File: config.mk
export PLATFORM = sky130hd
export DESIGN_NAME = level_poll_ctrl_flat
export DESIGN_NICKNAME = d
export VERILOG_FILES = /design/src/rtl/level_pkg.sv /design/src/rtl/level_poll_ctrl_if.sv /design/src/rtl/level_iir.sv /design/src/rtl/level_poll_ctrl.sv /design/src/flat_wrapper.sv
export SDC_FILE = /design/constraint.sdc
export NUM_CORES = 1
export LEC_CHECK = 0
export ABC_AREA = 1
export ABC_CLOCK_PERIOD_IN_PS = 14550
export CORE_MARGIN = 1
export CORE_UTILIZATION = 62
export CTS_CLUSTER_DIAMETER = 100
export CTS_CLUSTER_SIZE = 14
export DETAILED_ROUTE_END_ITERATION = 7
export GPL_ROUTABILITY_DRIVEN = 0
export PLACE_DENSITY = 0.88
export SKIP_CTS_REPAIR_TIMING = 1
export SLEW_MARGIN = 20
export SYNTH_ARGS = -nofsm -noshare
export SYNTH_HDL_FRONTEND = slang
export SYNTH_SLANG_ARGS = --single-unit
export TNS_END_PERCENT = 1
File: constraint.sdc
create_clock -name clk_i -period 14.55 [get_ports clk_i]
set_input_delay 1.455 -clock clk_i [delete_from_list [all_inputs] [get_ports clk_i]]
set_output_delay 1.455 -clock clk_i [all_outputs]
set_load 0.02 [all_outputs]
File: src/rtl/level_pkg.sv
// Shared definitions for the bubble-level poll controller: FSM states,
// accelerometer register constants and the LED position helper.
package level_pkg;

  typedef enum logic [2:0] {
    INIT,
    INIT_WAIT,
    IDLE,
    READ,
    COLLECT,
    UPDATE,
    ERROR
  } state_e;

  localparam logic [7:0] REG_POWER_CTL = 8'h2D;
  localparam logic [7:0] POWER_MEASURE = 8'h08;
  localparam logic [7:0] REG_DATAX0    = 8'h32;

  // Centre LED plus the scaled sample, pinned to the ends of the bar.
  function automatic int led_index(input logic signed [15:0] avg, input int half, input int shift);
    logic signed [15:0] steps;
    int                 pos;
    steps = avg >>> shift;
    pos   = int'(steps);
    if (pos > half) begin
      pos = half;
    end else if (pos < -half) begin
      pos = -half;
    end
    return half + pos;
  endfunction

endpackage

File: src/rtl/level_poll_ctrl_if.sv
// Command/status bundle between the level controller (master) and the
// I2C engine that executes its transactions (slave).
interface level_poll_ctrl_if;
  logic       i2c_write_o;
  logic       i2c_read_o;
  logic [7:0] i2c_slave_addr_o;
  logic [7:0] i2c_din_o;
  logic [7:0] i2c_command_byte_o;
  logic [7:0] i2c_num_bytes_o;
  logic       i2c_busy_i;
  logic       i2c_rxak_i;
  logic       i2c_arb_lost_i;
  logic       i2c_write_done_i;
  logic       i2c_data_out_valid_i;
  logic [7:0] i2c_data_out_i;

  modport master (
    output i2c_write_o, i2c_read_o, i2c_slave_addr_o, i2c_din_o,
           i2c_command_byte_o, i2c_num_bytes_o,
    input  i2c_busy_i, i2c_rxak_i, i2c_arb_lost_i, i2c_write_done_i,
           i2c_data_out_valid_i, i2c_data_out_i
  );

  modport slave (
    input  i2c_write_o, i2c_read_o, i2c_slave_addr_o, i2c_din_o,
           i2c_command_byte_o, i2c_num_bytes_o,
    output i2c_busy_i, i2c_rxak_i, i2c_arb_lost_i, i2c_write_done_i,
           i2c_data_out_valid_i, i2c_data_out_i
  );
endinterface

File: src/rtl/level_iir.sv
// One accelerometer axis: assembles the little-endian raw sample and keeps
// the first-order IIR average of it.
module level_iir #(
  parameter int AVG_SHIFT = 2
) (
  input  logic               clk_i,
  input  logic               reset_i,
  input  logic               byte_we_i,
  input  logic               byte_hi_i,
  input  logic [7:0]         byte_i,
  input  logic               update_i,
  input  logic               load_i,
  output logic signed [15:0] avg_o,
  output logic signed [15:0] avg_next_o
);
  logic signed [15:0] raw_q;
  logic signed [15:0] avg_q;
  logic signed [16:0] diff;
  logic signed [16:0] step;

  // The step always lands between avg and raw, so the 16-bit truncation never wraps.
  always_comb begin
    diff = {raw_q[15], raw_q} - {avg_q[15], avg_q};
    step = diff >>> AVG_SHIFT;
    avg_next_o = load_i ? raw_q : 16'({avg_q[15], avg_q} + step);
  end

  always_ff @(posedge clk_i or negedge reset_i) begin
    if (!reset_i) begin
      raw_q <= '0;
      avg_q <= '0;
    end else begin
      if (byte_we_i) begin
        if (byte_hi_i) begin
          raw_q[15:8] <= byte_i;
        end else begin
          raw_q[7:0] <= byte_i;
        end
      end
      if (update_i) begin
        avg_q <= avg_next_o;
      end
    end
  end

  assign avg_o = avg_q;

endmodule

File: src/rtl/level_poll_ctrl.sv
// Bubble-level controller: powers up the accelerometer over I2C, polls its
// axes periodically, filters them and drives a one-hot LED bar.
module level_poll_ctrl
  import level_pkg::*;
#(
  parameter int         NUM_LEDS    = 9,
  parameter int         NUM_AXES    = 2,
  parameter int         AVG_SHIFT   = 2,
  parameter int         SCALE_SHIFT = 5,
  parameter logic [7:0] SLAVE_ADDR  = 8'hA6,
  parameter int         POLL_DIV    = 50000,
  parameter int         TIMEOUT     = 100000,
  parameter int         MAX_RETRY   = 3
) (
  input  logic                     clk_i,
  input  logic                     reset_i,
  input  logic [1:0]               axis_sel_i,
  level_poll_ctrl_if.master        i2c,
  output logic [16*NUM_AXES-1:0]   axis_o,
  output logic                     sample_valid_o,
  output logic                     error_led_o,
  output logic [NUM_LEDS-1:0]      led_o
);
  localparam int         PW        = $clog2(POLL_DIV + 1);
  localparam int         TW        = $clog2(TIMEOUT + 1);
  localparam int         RW        = $clog2(MAX_RETRY + 1) + 1;
  localparam logic [2:0] LAST_BYTE = 3'(2 * NUM_AXES - 1);

  state_e              state_q;
  logic [PW-1:0]       poll_cnt_q;
  logic [TW-1:0]       tout_q;
  logic [RW-1:0]       retry_q;
  logic [2:0]          byte_cnt_q;
  logic                write_q;
  logic                read_q;
  logic [7:0]          cmd_q;
  logic [7:0]          din_q;
  logic [7:0]          nbytes_q;
  logic                err_q;
  logic                first_q;
  logic                valid_q;
  logic [NUM_LEDS-1:0] led_q;
  logic [NUM_LEDS-1:0] led_d;

  logic                poll_tick;
  logic                waiting;
  logic                fault;
  logic                capture;
  logic [NUM_AXES-1:0] byte_we;
  logic signed [15:0]  avg_w      [NUM_AXES];
  logic signed [15:0]  avg_next_w [NUM_AXES];
  logic signed [15:0]  sel_avg;
  int                  sel_idx;

  assign poll_tick = (poll_cnt_q == PW'(POLL_DIV - 1));

  always_ff @(posedge clk_i or negedge reset_i) begin
    if (!reset_i) begin
      poll_cnt_q <= '0;
    end else if (poll_tick) begin
      poll_cnt_q <= '0;
    end else begin
      poll_cnt_q <= poll_cnt_q + 1'b1;
    end
  end

  assign waiting = (state_q == INIT_WAIT) || (state_q == COLLECT);
  assign fault   = waiting && (i2c.i2c_arb_lost_i
                               || (i2c.i2c_write_done_i && i2c.i2c_rxak_i)
                               || (tout_q == TW'(TIMEOUT - 1)));
  assign capture = (state_q == COLLECT) && i2c.i2c_data_out_valid_i;

  for (genvar gi = 0; gi < NUM_AXES; gi++) begin : g_axis
    assign byte_we[gi] = capture && (byte_cnt_q[2:1] == 2'(gi));

    level_iir #(.AVG_SHIFT(AVG_SHIFT)) u_iir (
      .clk_i      (clk_i),
      .reset_i    (reset_i),
      .byte_we_i  (byte_we[gi]),
      .byte_hi_i  (byte_cnt_q[0]),
      .byte_i     (i2c.i2c_data_out_i),
      .update_i   (state_q == UPDATE),
      .load_i     (first_q),
      .avg_o      (avg_w[gi]),
      .avg_next_o (avg_next_w[gi])
    );

    assign axis_o[16*gi +: 16] = avg_w[gi];
  end

  // The LED is computed from the value the filter is about to store, so it
  // changes on the same edge as axis_o.
  always_comb begin
    sel_idx = int'(axis_sel_i);
    if (sel_idx >= NUM_AXES) begin
      sel_idx = 0;
    end
    sel_avg = avg_next_w[0];
    for (int i = 1; i < NUM_AXES; i++) begin
      if (sel_idx == i) begin
        sel_avg = avg_next_w[i];
      end
    end
    led_d = NUM_LEDS'(1) << led_index(sel_avg, NUM_LEDS / 2, SCALE_SHIFT);
  end

  always_ff @(posedge clk_i or negedge reset_i) begin
    if (!reset_i) begin
      state_q    <= INIT;
      tout_q     <= '0;
      retry_q    <= '0;
      byte_cnt_q <= '0;
      write_q    <= 1'b0;
      read_q     <= 1'b0;
      cmd_q      <= '0;
      din_q      <= '0;
      nbytes_q   <= '0;
      err_q      <= 1'b0;
      first_q    <= 1'b1;
      valid_q    <= 1'b0;
      led_q      <= '0;
    end else begin
      write_q <= 1'b0;
      read_q  <= 1'b0;
      valid_q <= 1'b0;
      if (fault) begin
        if (retry_q == RW'(MAX_RETRY)) begin
          state_q <= ERROR;
          retry_q <= '0;
          err_q   <= 1'b1;
          first_q <= 1'b1;
        end else begin
          retry_q <= retry_q + 1'b1;
          state_q <= (state_q == INIT_WAIT) ? INIT : READ;
        end
      end else begin
        case (state_q)
          INIT: begin
            if (!i2c.i2c_busy_i) begin
              write_q  <= 1'b1;
              cmd_q    <= REG_POWER_CTL;
              din_q    <= POWER_MEASURE;
              nbytes_q <= 8'd1;
              tout_q   <= '0;
              state_q  <= INIT_WAIT;
            end
          end
          INIT_WAIT: begin
            if (i2c.i2c_write_done_i) begin
              retry_q <= '0;
              state_q <= IDLE;
            end else begin
              tout_q <= tout_q + 1'b1;
            end
          end
          IDLE: begin
            if (poll_tick) begin
              state_q <= READ;
            end
          end
          READ: begin
            if (!i2c.i2c_busy_i) begin
              read_q     <= 1'b1;
              cmd_q      <= REG_DATAX0;
              nbytes_q   <= 8'(2 * NUM_AXES);
              byte_cnt_q <= '0;
              tout_q     <= '0;
              state_q    <= COLLECT;
            end
          end
          COLLECT: begin
            if (i2c.i2c_data_out_valid_i) begin
              tout_q     <= '0;
              byte_cnt_q <= byte_cnt_q + 1'b1;
              if (byte_cnt_q == LAST_BYTE) begin
                retry_q <= '0;
                state_q <= UPDATE;
              end
            end else begin
              tout_q <= tout_q + 1'b1;
            end
          end
          UPDATE: begin
            valid_q <= 1'b1;
            led_q   <= led_d;
            err_q   <= 1'b0;
            first_q <= 1'b0;
            state_q <= IDLE;
          end
          ERROR: begin
            if (poll_tick) begin
              state_q <= INIT;
            end
          end
          default: state_q <= INIT;
        endcase
      end
    end
  end

  assign i2c.i2c_write_o        = write_q;
  assign i2c.i2c_read_o         = read_q;
  assign i2c.i2c_slave_addr_o   = SLAVE_ADDR;
  assign i2c.i2c_din_o          = din_q;
  assign i2c.i2c_command_byte_o = cmd_q;
  assign i2c.i2c_num_bytes_o    = nbytes_q;
  assign sample_valid_o         = valid_q;
  assign error_led_o            = err_q;
  assign led_o                  = led_q;

endmodule

File: src/flat_wrapper.sv
// flat-port wrapper written by rule: the top's interface ports become plain ports
module level_poll_ctrl_flat import level_pkg::*;
#(
  parameter int         NUM_LEDS    = 9,
  parameter int         NUM_AXES    = 2,
  parameter int         AVG_SHIFT   = 2,
  parameter int         SCALE_SHIFT = 5,
  parameter logic [7:0] SLAVE_ADDR  = 8'hA6,
  parameter int         POLL_DIV    = 50000,
  parameter int         TIMEOUT     = 100000,
  parameter int         MAX_RETRY   = 3
)
  (clk_i, reset_i, axis_sel_i, axis_o, sample_valid_o, error_led_o, led_o, i2c_i2c_write_o, i2c_i2c_read_o, i2c_i2c_slave_addr_o, i2c_i2c_din_o, i2c_i2c_command_byte_o, i2c_i2c_num_bytes_o, i2c_i2c_busy_i, i2c_i2c_rxak_i, i2c_i2c_arb_lost_i, i2c_i2c_write_done_i, i2c_i2c_data_out_valid_i, i2c_i2c_data_out_i);
  level_poll_ctrl_if i2c_i ();
  input  logic clk_i;
  input  logic reset_i;
  input  logic [1:0] axis_sel_i;
  output logic [16*NUM_AXES-1:0] axis_o;
  output logic sample_valid_o;
  output logic error_led_o;
  output logic [NUM_LEDS-1:0] led_o;
  output wire logic [$bits(i2c_i.i2c_write_o)-1:0] i2c_i2c_write_o;
  output wire logic [$bits(i2c_i.i2c_read_o)-1:0] i2c_i2c_read_o;
  output wire logic [$bits(i2c_i.i2c_slave_addr_o)-1:0] i2c_i2c_slave_addr_o;
  output wire logic [$bits(i2c_i.i2c_din_o)-1:0] i2c_i2c_din_o;
  output wire logic [$bits(i2c_i.i2c_command_byte_o)-1:0] i2c_i2c_command_byte_o;
  output wire logic [$bits(i2c_i.i2c_num_bytes_o)-1:0] i2c_i2c_num_bytes_o;
  input wire logic [$bits(i2c_i.i2c_busy_i)-1:0] i2c_i2c_busy_i;
  input wire logic [$bits(i2c_i.i2c_rxak_i)-1:0] i2c_i2c_rxak_i;
  input wire logic [$bits(i2c_i.i2c_arb_lost_i)-1:0] i2c_i2c_arb_lost_i;
  input wire logic [$bits(i2c_i.i2c_write_done_i)-1:0] i2c_i2c_write_done_i;
  input wire logic [$bits(i2c_i.i2c_data_out_valid_i)-1:0] i2c_i2c_data_out_valid_i;
  input wire logic [$bits(i2c_i.i2c_data_out_i)-1:0] i2c_i2c_data_out_i;
  assign i2c_i2c_write_o = i2c_i.i2c_write_o;
  assign i2c_i2c_read_o = i2c_i.i2c_read_o;
  assign i2c_i2c_slave_addr_o = i2c_i.i2c_slave_addr_o;
  assign i2c_i2c_din_o = i2c_i.i2c_din_o;
  assign i2c_i2c_command_byte_o = i2c_i.i2c_command_byte_o;
  assign i2c_i2c_num_bytes_o = i2c_i.i2c_num_bytes_o;
  assign i2c_i.i2c_busy_i = i2c_i2c_busy_i;
  assign i2c_i.i2c_rxak_i = i2c_i2c_rxak_i;
  assign i2c_i.i2c_arb_lost_i = i2c_i2c_arb_lost_i;
  assign i2c_i.i2c_write_done_i = i2c_i2c_write_done_i;
  assign i2c_i.i2c_data_out_valid_i = i2c_i2c_data_out_valid_i;
  assign i2c_i.i2c_data_out_i = i2c_i2c_data_out_i;
  level_poll_ctrl #(.NUM_LEDS(NUM_LEDS), .NUM_AXES(NUM_AXES), .AVG_SHIFT(AVG_SHIFT), .SCALE_SHIFT(SCALE_SHIFT), .SLAVE_ADDR(SLAVE_ADDR), .POLL_DIV(POLL_DIV), .TIMEOUT(TIMEOUT), .MAX_RETRY(MAX_RETRY)) u_core (.clk_i(clk_i), .reset_i(reset_i), .axis_sel_i(axis_sel_i), .i2c(i2c_i), .axis_o(axis_o), .sample_valid_o(sample_valid_o), .error_led_o(error_led_o), .led_o(led_o));
endmodule
**Word level (Yosys, flattened, before mapping)**

Cells that the tools add are included.

- $add $sub $neg: 9
- Equal/unequal tests: 25
- Bitwise operators: 3
- Muxes and demuxes: 47
- Reductions and logical operators: 28
- Magnitude comparators: 3
- Shift-type cells: 1

Operator list:

| cell | number |
|---|---|
| two-way mux 16 bit | 4 |
| two-way mux 32 bit | 2 |
| two-way mux 17 bit | 3 |
| one-hot mux 17 bit (3 select lines) | 1 |
| two-way mux 3 bit | 16 |
| subtractor 16 x 16 -> 17 bit | 2 |
| adder 16 x 15 -> 16 bit | 2 |
| adder 4 x 32 -> 32 bit, first input constant | 1 |
| two-way mux 8 bit | 4 |
| one-hot mux 8 bit (2 select lines) | 2 |
| left shift 1 x 32 -> 9 bit, first input constant | 1 |
| one-hot mux 3 bit (7 select lines) | 1 |
| adder 17 x 1 -> 17 bit, second input constant | 1 |
| equality test 17 bit, second input constant | 1 |
| adder 16 x 1 -> 16 bit, second input constant | 1 |
| equality test 16 bit, second input constant | 1 |
| AND reduction 4 bit | 4 |
| != test 3 x 2 -> 1 bit, second input constant | 5 |
| equality test 3 x 2 -> 1 bit, second input constant | 4 |
| != test 2 bit, second input constant | 6 |
| one-hot mux 3 bit (2 select lines) | 2 |
| AND reduction 2 bit | 6 |
| > comparator 11 x 4 -> 1 bit, second input constant | 1 |
| less-than comparator 11 x 3 -> 1 bit, second input constant | 1 |
| other kinds (18) | 44 |

- Output and inout bits: 77
- Flip-flop bits (word level): 137
- Logic and storage cells: 136
- Bits of input ports: 17

**Logic depth before layout (Yosys ltp)**

Gate-level depths: netlist (run 1).

- Depth in word-level cells: 9
- Depth in mapped cells: 51

**By module**

From an unflattened synthesis (run 1), not the netlist that was laid out.

- Cells, all modules: 1365
- Area, all modules: 9824.4 sq um

Modules (own cells, without submodules):

| module | cells an instance | area each (sq um) | times used |
|---|---|---|---|
| level_poll_ctrl | 546 | 4015.1 | 1 |
| level_iir at u_core.g_axis[1].u_iir | 416 | 2915.3 | 1 |
| level_iir at u_core.g_axis[0].u_iir | 403 | 2894.0 | 1 |

**Worst setup path before layout (run 1)**

No wires, ideal clock.

- Kind: register -> register
- Start point: reg u_core.g_axis[1].u_iir.avg_q[1]
- End point: reg u_core.led_q[0], in the netlist u_core.led_o[0]
- Path buffers: 1
- Cell stages (with the launch flop): 50
- Data arrival time: 6563 ps
- Clock period less this slack: 6629 ps
- Setup slack: 7921 ps
- Setup time: 66 ps
- Cell sequence: dfrtp_1 > inv_1 > ha_1 > nand2_1 > nand2_1 > nand2_1 > nand2_2 > nand2_1 > nand2_1 > a21o_1 > a21oi_1 > o21bai_1 > nand2_1 > inv_1 > nor2_1 > inv_1 > a31oi_1 > xor2_1 > [14 not listed] > inv_1 > nand2_1 > nand2_1 > inv_1 > ha_1 > nand2_1 > nor2_2 > nand3_1 > ha_1 > nand4_1 > nor4_1 > nand2_1 > nand3b_1 > nor2_1 > nand3_2 > nor2_4 > nand4_1 > nand2_1

- Word-level cells in the longest chain between the ends: 9

Ends and longest elaborated chain:

| what | line | source |
|---|---|---|
| from (decl) | level_iir.sv:17 | `logic signed [15:0] avg_q;` |
| from (signal assigned) | level_iir.sv:41 | `avg_q <= avg_next_o;` |
| subtractor 16 x 16 -> 17 bit | level_iir.sv:23 | `diff = {raw_q[15], raw_q} - {avg_q[15], avg_q};` |
| adder 16 x 15 -> 16 bit (*) | level_iir.sv:25 | `avg_next_o = load_i ? raw_q : 16'({avg_q[15], avg_q} + step);` |
| two-way mux 16 bit (*) | level_iir.sv:25 |  |
| two-way mux 16 bit (*) | level_poll_ctrl.sv:100 | `if (sel_idx == i) begin` |
| less-than comparator 11 x 3 -> 1 bit | level_pkg.sv:27 | `end else if (pos < -half) begin` |
| two-way mux 32 bit | level_pkg.sv:27 |  |
| two-way mux 32 bit (*) | level_pkg.sv:25 | `if (pos > half) begin` |
| adder 4 x 32 -> 32 bit (*) | level_pkg.sv:30 | `return half + pos;` |
| left shift 1 x 32 -> 9 bit (*) | level_poll_ctrl.sv:104 | `led_d = NUM_LEDS'(1) << led_index(sel_avg, NUM_LEDS / 2, SCALE_SHIFT);` |
| to (signal assigned) | level_poll_ctrl.sv:185 | `led_q <= led_d;` |
| to (decl) | level_poll_ctrl.sv:42 | `logic [NUM_LEDS-1:0] led_q;` |

Every way passes the cells marked *; elsewhere a longest branch is shown, timed or not.
A chain may end at the register's enable or synchronous reset.

**Worst setup path in the final report (run 1)**

- Start point: reg u_core.g_axis[1].u_iir.avg_q[1]
- End point: reg u_core.led_q[6], in the netlist u_core.led_o[6]

Same word-level chain as after synthesis.

==> flow_summary.ini, run 1 <==
[outcome]
status = complete, but fails checks
violations = DRC

[critical_path]
timing.critical_path.max_delay_family = simple AND/OR/NAND/NOR gates
cp_max_fo = 9
cp_data_arrival_time_ns = 7.99
cp_num_buf_inv = 6
end_kind = flip-flop
worstSetupPathType = reg2reg
slowest_stage = or4_1
timing.critical_path.from_type = flip-flop
worst_ep_required_time_ns = 14.90
slowest_cell_delay_on_critical_path_ns = 0.49
crit_top_cell = nand2_1

[timing]
timing.final.crit_period_ns = 7.64
setup-tns-final_ns = 0
finalCritPeriodShare_pct = 52.5
finalHoldViolations = 0
rsz0062_at_grt = no
final-max-slew-violation-count = 0
achievable-frequency_mhz = 131
max_slew_margin_pct = 39.6
worst_clock_skew_ns = 0.0101
timing.final.setup_violations = 0
tightest_slew_ns = 0.906

[detailed_routing]
detail_route.vias_per_cell = 5.82
drtAntennaViolNets = 0
route.vias.total = 9389
wl_per_cell_um = 15.5
drc = 1
first_drt_iteration_drcs = 871
detail_route.wirelength_um = 24900
drt_pass_1_iters = 8

[floorplan]
dieWidth_um = 126
vert_die_dim_um = 126
coreArea_um2 = 14800
die_area_um2 = 15800
initial_utilization_pct = 64.3
io-pin-count = 94
std_cell_rows = 44

[clocking]
htree_levels = 4
clk_latency_ns = 0.42
clock_sinks = 124
cts.clk_slew.worst_paths_ns = 0.06
root_buffer = clkbuf_16
cts_buffers = 17
clk_path_buf_depth = 2
tritoncts_clock_tree = done

[synth]
synth_top_flop_cell = dfrtp_1
sequential_share_of_the_synthesized_area_pct = 32.7
postSynth.asyncResetShare_pct = 100
syn_inst = 1355
synth_enable_flop_cells = 0
yosys_register_bits = 124
syn_area_per_cell_um2 = 7.00
post_synth_instance_area_um2 = 9490
ys_types = 49
synthesis.yosys.warnings = 0

[global_route]
grt_first_pass_wirelength_um = 41600
antenna_violations_before_repair = 0
grt_max_degree = 73
gr-total-overflow = 0
global_route.usage.total_pct = 32.6
grt_pass1_vias = 8978

[cells_and_area]
final_layout_size_suffix_gt1_share_pct = 4.76
number_of_nets_at_the_end_of_the_flow = 1514
area_growth_syn_to_layout_pct = 13.8
multiInputGateArea_um2 = 5340
nFillCells = 1159
sequential_cell_area_um2 = 3100
n_antenna_cell = 0

[job]
drv_cap = 0

[place]
dp_hpwl_um = 17200
buffer_ports.inserted = 70

[worst_hold_path]
hp-class = reg2reg
==> final timing paths <==
path / start / endpoint / slack [ns] / cells after the start
min in group asynchronous: reset_i / u_core.g_axis[1].u_iir.avg_o[12] / 1.08 / 1
max in group asynchronous: reset_i / u_core.i2c.i2c_command_byte_o[5] / 12.09 / 2
max reg2reg: u_core.g_axis[1].u_iir.avg_o[1] / u_core.led_o[6] / 6.91 / 47
min reg2reg: u_core.i2c.i2c_din_o[3] / u_core.i2c.i2c_din_o[3] / 0.48 / 1
max: u_core.g_axis[1].u_iir.avg_o[1] / u_core.led_o[6] / 6.91 / 47
min: u_core.i2c.i2c_din_o[3] / u_core.i2c.i2c_din_o[3] / 0.48 / 1
==> synth_stat cells, types with 5 or more instances <==
library cell / instances / share of area (%)
o22ai_1: 6 / 0.40
nand3b_1: 5 / 0.40
dfrtp_1: 123 / 32
nand3_2: 7 / 0.74
nor3_1: 12 / 0.63
o21bai_1: 7 / 0.55
nand2_2: 12 / 0.79
inv_1: 215 / 8.5
a31oi_1: 21 / 1.4
ha_1: 77 / 10
nand4_1: 28 / 1.8
buf_4: 31 / 2.5
nor2_2: 7 / 0.46
a21oi_1: 62 / 3.3
xor2_1: 21 / 1.9
o21ai_0: 81 / 4.3
nor2_1: 105 / 4.2
nand3_1: 106 / 5.6
nor4_1: 8 / 0.53
xnor2_1: 15 / 1.4
clkbuf_1: 15 / 0.59
nand2_1: 345 / 14
==> cell usage in the layout (no fill, tap or decap), types with 12 or more instances in the layout <==
| cell type | instances |
|---|---|
| nor2_1 | 104 |
| o21ai_0 | 81 |
| xor2_1 | 21 |
| clkdlybuf4s50_1 | 69 |
| dfrtp_1 | 123 |
| conb_1 | 23 |
| nand4_1 | 28 |
| ha_1 | 77 |
| a21oi_1 | 62 |
| nand2_1 | 345 |
| clkbuf_16 | 17 |
| nand3_1 | 106 |
| xnor2_1 | 15 |
| inv_1 | 215 |
| nand2_2 | 12 |
| a31oi_1 | 21 |
| nor3_1 | 12 |
==> routing by layer <==
metal	share of wire (%)	GRT usage [%]	vias to the layer above
met3	7.7	5.65	103
met4	4.8	16.6	0
met1	41	41.1	4327
li1	-	-	4500
met5	0	0	-
met2	47	54.0	459
==> cell type report <==
type / count / share of cell area, %
Clock buffer: 20 / 4.13
Tap cell: 184 / 2.13
Multi-Input combinational cell: 984 / 49.4
Clock inverter: 10 / 1.31
Sequential cell: 124 / 28.7
Inverter: 218 / 7.57
Timing Repair Buffer: 73 / 6.67
==> registers in the layout, summed over array words and instances, names as in the netlist, 9 cells and up <==
| signal | count |
|---|---|
| u_core.tout_q | 17 |
| u_core.poll_cnt_q | 16 |
| u_core.led_o | 9 |
| u_core.g_axis.u_iir.avg_o | 32 |
| u_core.g_axis.u_iir.raw_q | 32 |
==> worst reg2reg max path: cells and delay by family, from the launching register on <==
kind / cells / cell delay [ns]
adder cells (fa/ha/maj): 5 / 1.55
flip-flops: 1 / 0.44
buffers and inverters: 6 / 0.46
AND/OR/NAND/NOR: 29 / 3.84
AO/OA/AOI/OAI: 6 / 1.12
XOR/XNOR: 1 / 0.16
==> cell families (layout without fill, tap and decap cells) <==
family | count (synthesis) | count (layout) | share of synthesized area (%)
other cells | 2 | 23 | 0.0791
xor+xnor | 36 | 36 | 3.32
fa+ha+maj | 79 | 79 | 10.6
buf+inv | 268 | 321 | 11.9
flops | 124 | 124 | 32.7
simple gates | 648 | 648 | 29.8
compound gates | 198 | 198 | 11.6
==> through the flow <==
stage | hold WS, ns | std cells | setup WS (ns) | cell area (µm²) | utilization, %
floorplan | 0.433 | 1376 | 7.92 | 9570 | -
global placement | 0.450 | 1583 | 7.42 | 10200 | 69.2
detailed placement | 0.453 | 1583 | 7.15 | 10200 | 69.2
CTS | 0.477 | 1613 | 7.08 | 10800 | 73.2
global route | 0.501 | 1613 | 6.27 | 10800 | 73.2
finish | 0.478 | 1613 | 6.91 | 10800 | 73.2
Power of run 1 is not shown: default switching activity piles up to over one toggle a cycle in this logic, so the estimate is an artifact.
==> run 2, diff against run 1 <==
- ABC_CLOCK_PERIOD_IN_PS: 14550 -> 7600
- CORE_UTILIZATION: 62 -> 59
- PLACE_DENSITY: 0.88 -> 0.84
- clock period: 14.55 -> 7.6 ns (I/O delays scaled with it)
==> flow_summary.ini, run 2 (synthesized netlist as in run 1, its figures left out) <==
[global_route]
gr-total-overflow = 0
antenna_violations_before_repair = 0
grt_pass1_vias = 8549
global_route.usage.total_pct = 30.5
grt_first_pass_wirelength_um = 39900
grt_max_degree = 77

[detailed_routing]
wl_per_cell_um = 14.7
route.vias.total = 9175
first_drt_iteration_drcs = 739
drtAntennaViolNets = 0
detail_route.vias_per_cell = 5.56
detail_route.wirelength_um = 24300
drt_pass_1_iters = 7
drc = 0

[critical_path]
crit_top_cell = nand2_1
worst_ep_required_time_ns = 7.96
cp_max_fo = 7
slowest_cell_delay_on_critical_path_ns = 0.55
end_kind = flip-flop
timing.critical_path.from_type = flip-flop
slowest_stage = or4_4
cp_data_arrival_time_ns = 7.47
worstSetupPathType = reg2reg

[place]
dp_hpwl_um = 17500
placement.cell_area_um2 = 10300
buffer_ports.inserted = 70

[cells_and_area]
multiInputGateArea_um2 = 5430
nFillCells = 1231
sequential_cell_area_um2 = 3110
n_antenna_cell = 0
area_growth_syn_to_layout_pct = 15.6
final_cell_area_um2 = 11000
final_cell_mix = 345 x nand2_1, 215 x inv_1, 121 x dfrtp_1, 106 x nand3_1, 103 x nor2_1
final_common_cell = nand2_1
number_of_nets_at_the_end_of_the_flow = 1522
final_layout_size_suffix_gt1_share_pct = 6.68

[clocking]
root_buffer = clkbuf_16
clock_sinks = 124
clk_latency_ns = 0.43
cts_buffers = 17
tritoncts_clock_tree = done
htree_levels = 4
cts.clk_slew.worst_paths_ns = 0.06
clk_path_buf_depth = 2

[outcome]
status = completed

[timing]
worst_clock_skew_ns = 0.00891
finalCritPeriodShare_pct = 93.6
timing.final.crit_period_ns = 7.11
final-max-slew-violation-count = 0
timing.final.setup_violations = 0
finalHoldViolations = 0
achievable-frequency_mhz = 141
max_slew_margin_pct = 36.3
tightest_slew_ns = 0.955

[floorplan]
dieWidth_um = 129
coreArea_um2 = 15400
io-pin-count = 94
std_cell_rows = 45
die_area_um2 = 16600
vert_die_dim_um = 129
initial_utilization_pct = 61.5

[worst_hold_path]
hp-class = in2async

[job]
drv_cap = 0
==> run 2: layout make-up <==
cell class	instances	share of cell area, %
flip-flops and latches	124	28.3
clock inverters	13	1.29
well taps	211	2.41
inverters	218	7.46
multi-input cells	985	49.5
repair buffers	80	7.05
clock buffers	18	4.00
==> run 2: worst max-delay path: cells and delay by family, from the launching register on <==
kind / cells / cell delay [ns]
buf+inv: 5 / 0.37
compound gates: 9 / 1.34
xor+xnor: 1 / 0.19
simple gates: 25 / 3.29
flops: 1 / 0.42
fa+ha+maj: 5 / 1.44
==> run 2: metal layers <==
layer	global-route usage, %	wire length, µm
met2	50.7	11500
met5	0	0
met4	13.9	848
met1	39.6	10400
met3	4.07	1590
==> run 2: final timing paths <==
check,depth (start not counted),end,start,slack (ns)
worst min register to register,1,u_core.poll_cnt_q[0],u_core.poll_cnt_q[0],0.47
worst max-delay path,45,u_core.led_o[0],u_core.g_axis[1].u_iir.avg_o[5],0.49
worst max register to register,45,u_core.led_o[0],u_core.g_axis[1].u_iir.avg_o[5],0.49
min in group clk_i,1,u_core.poll_cnt_q[0],u_core.poll_cnt_q[0],0.47
max in group asynchronous,2,u_core.g_axis[0].u_iir.avg_o[1],reset_i,5.79
worst min-delay path,1,u_core.g_axis[1].u_iir.avg_o[10],reset_i,0.36
==> run 2: per-stage QoR <==
stage / utilization (%) / TNS [ns] / instances / hold WS, ns / setup WS (ns)
2_1_floorplan: - / 0 / 1376 / 0.433 / 0.971
3_3_place_gp: 66.5 / 0 / 1611 / 0.450 / 0.549
3_5_place_dp: 66.5 / 0 / 1611 / 0.459 / 0.280
4_1_cts: 70.2 / 0 / 1642 / 0.394 / 0.177
5_1_grt: 71.1 / -0.215 / 1649 / 0.419 / -0.0443
6_report: 71.1 / 0 / 1649 / 0.356 / 0.488
Power of run 2 is left out for the same reason.
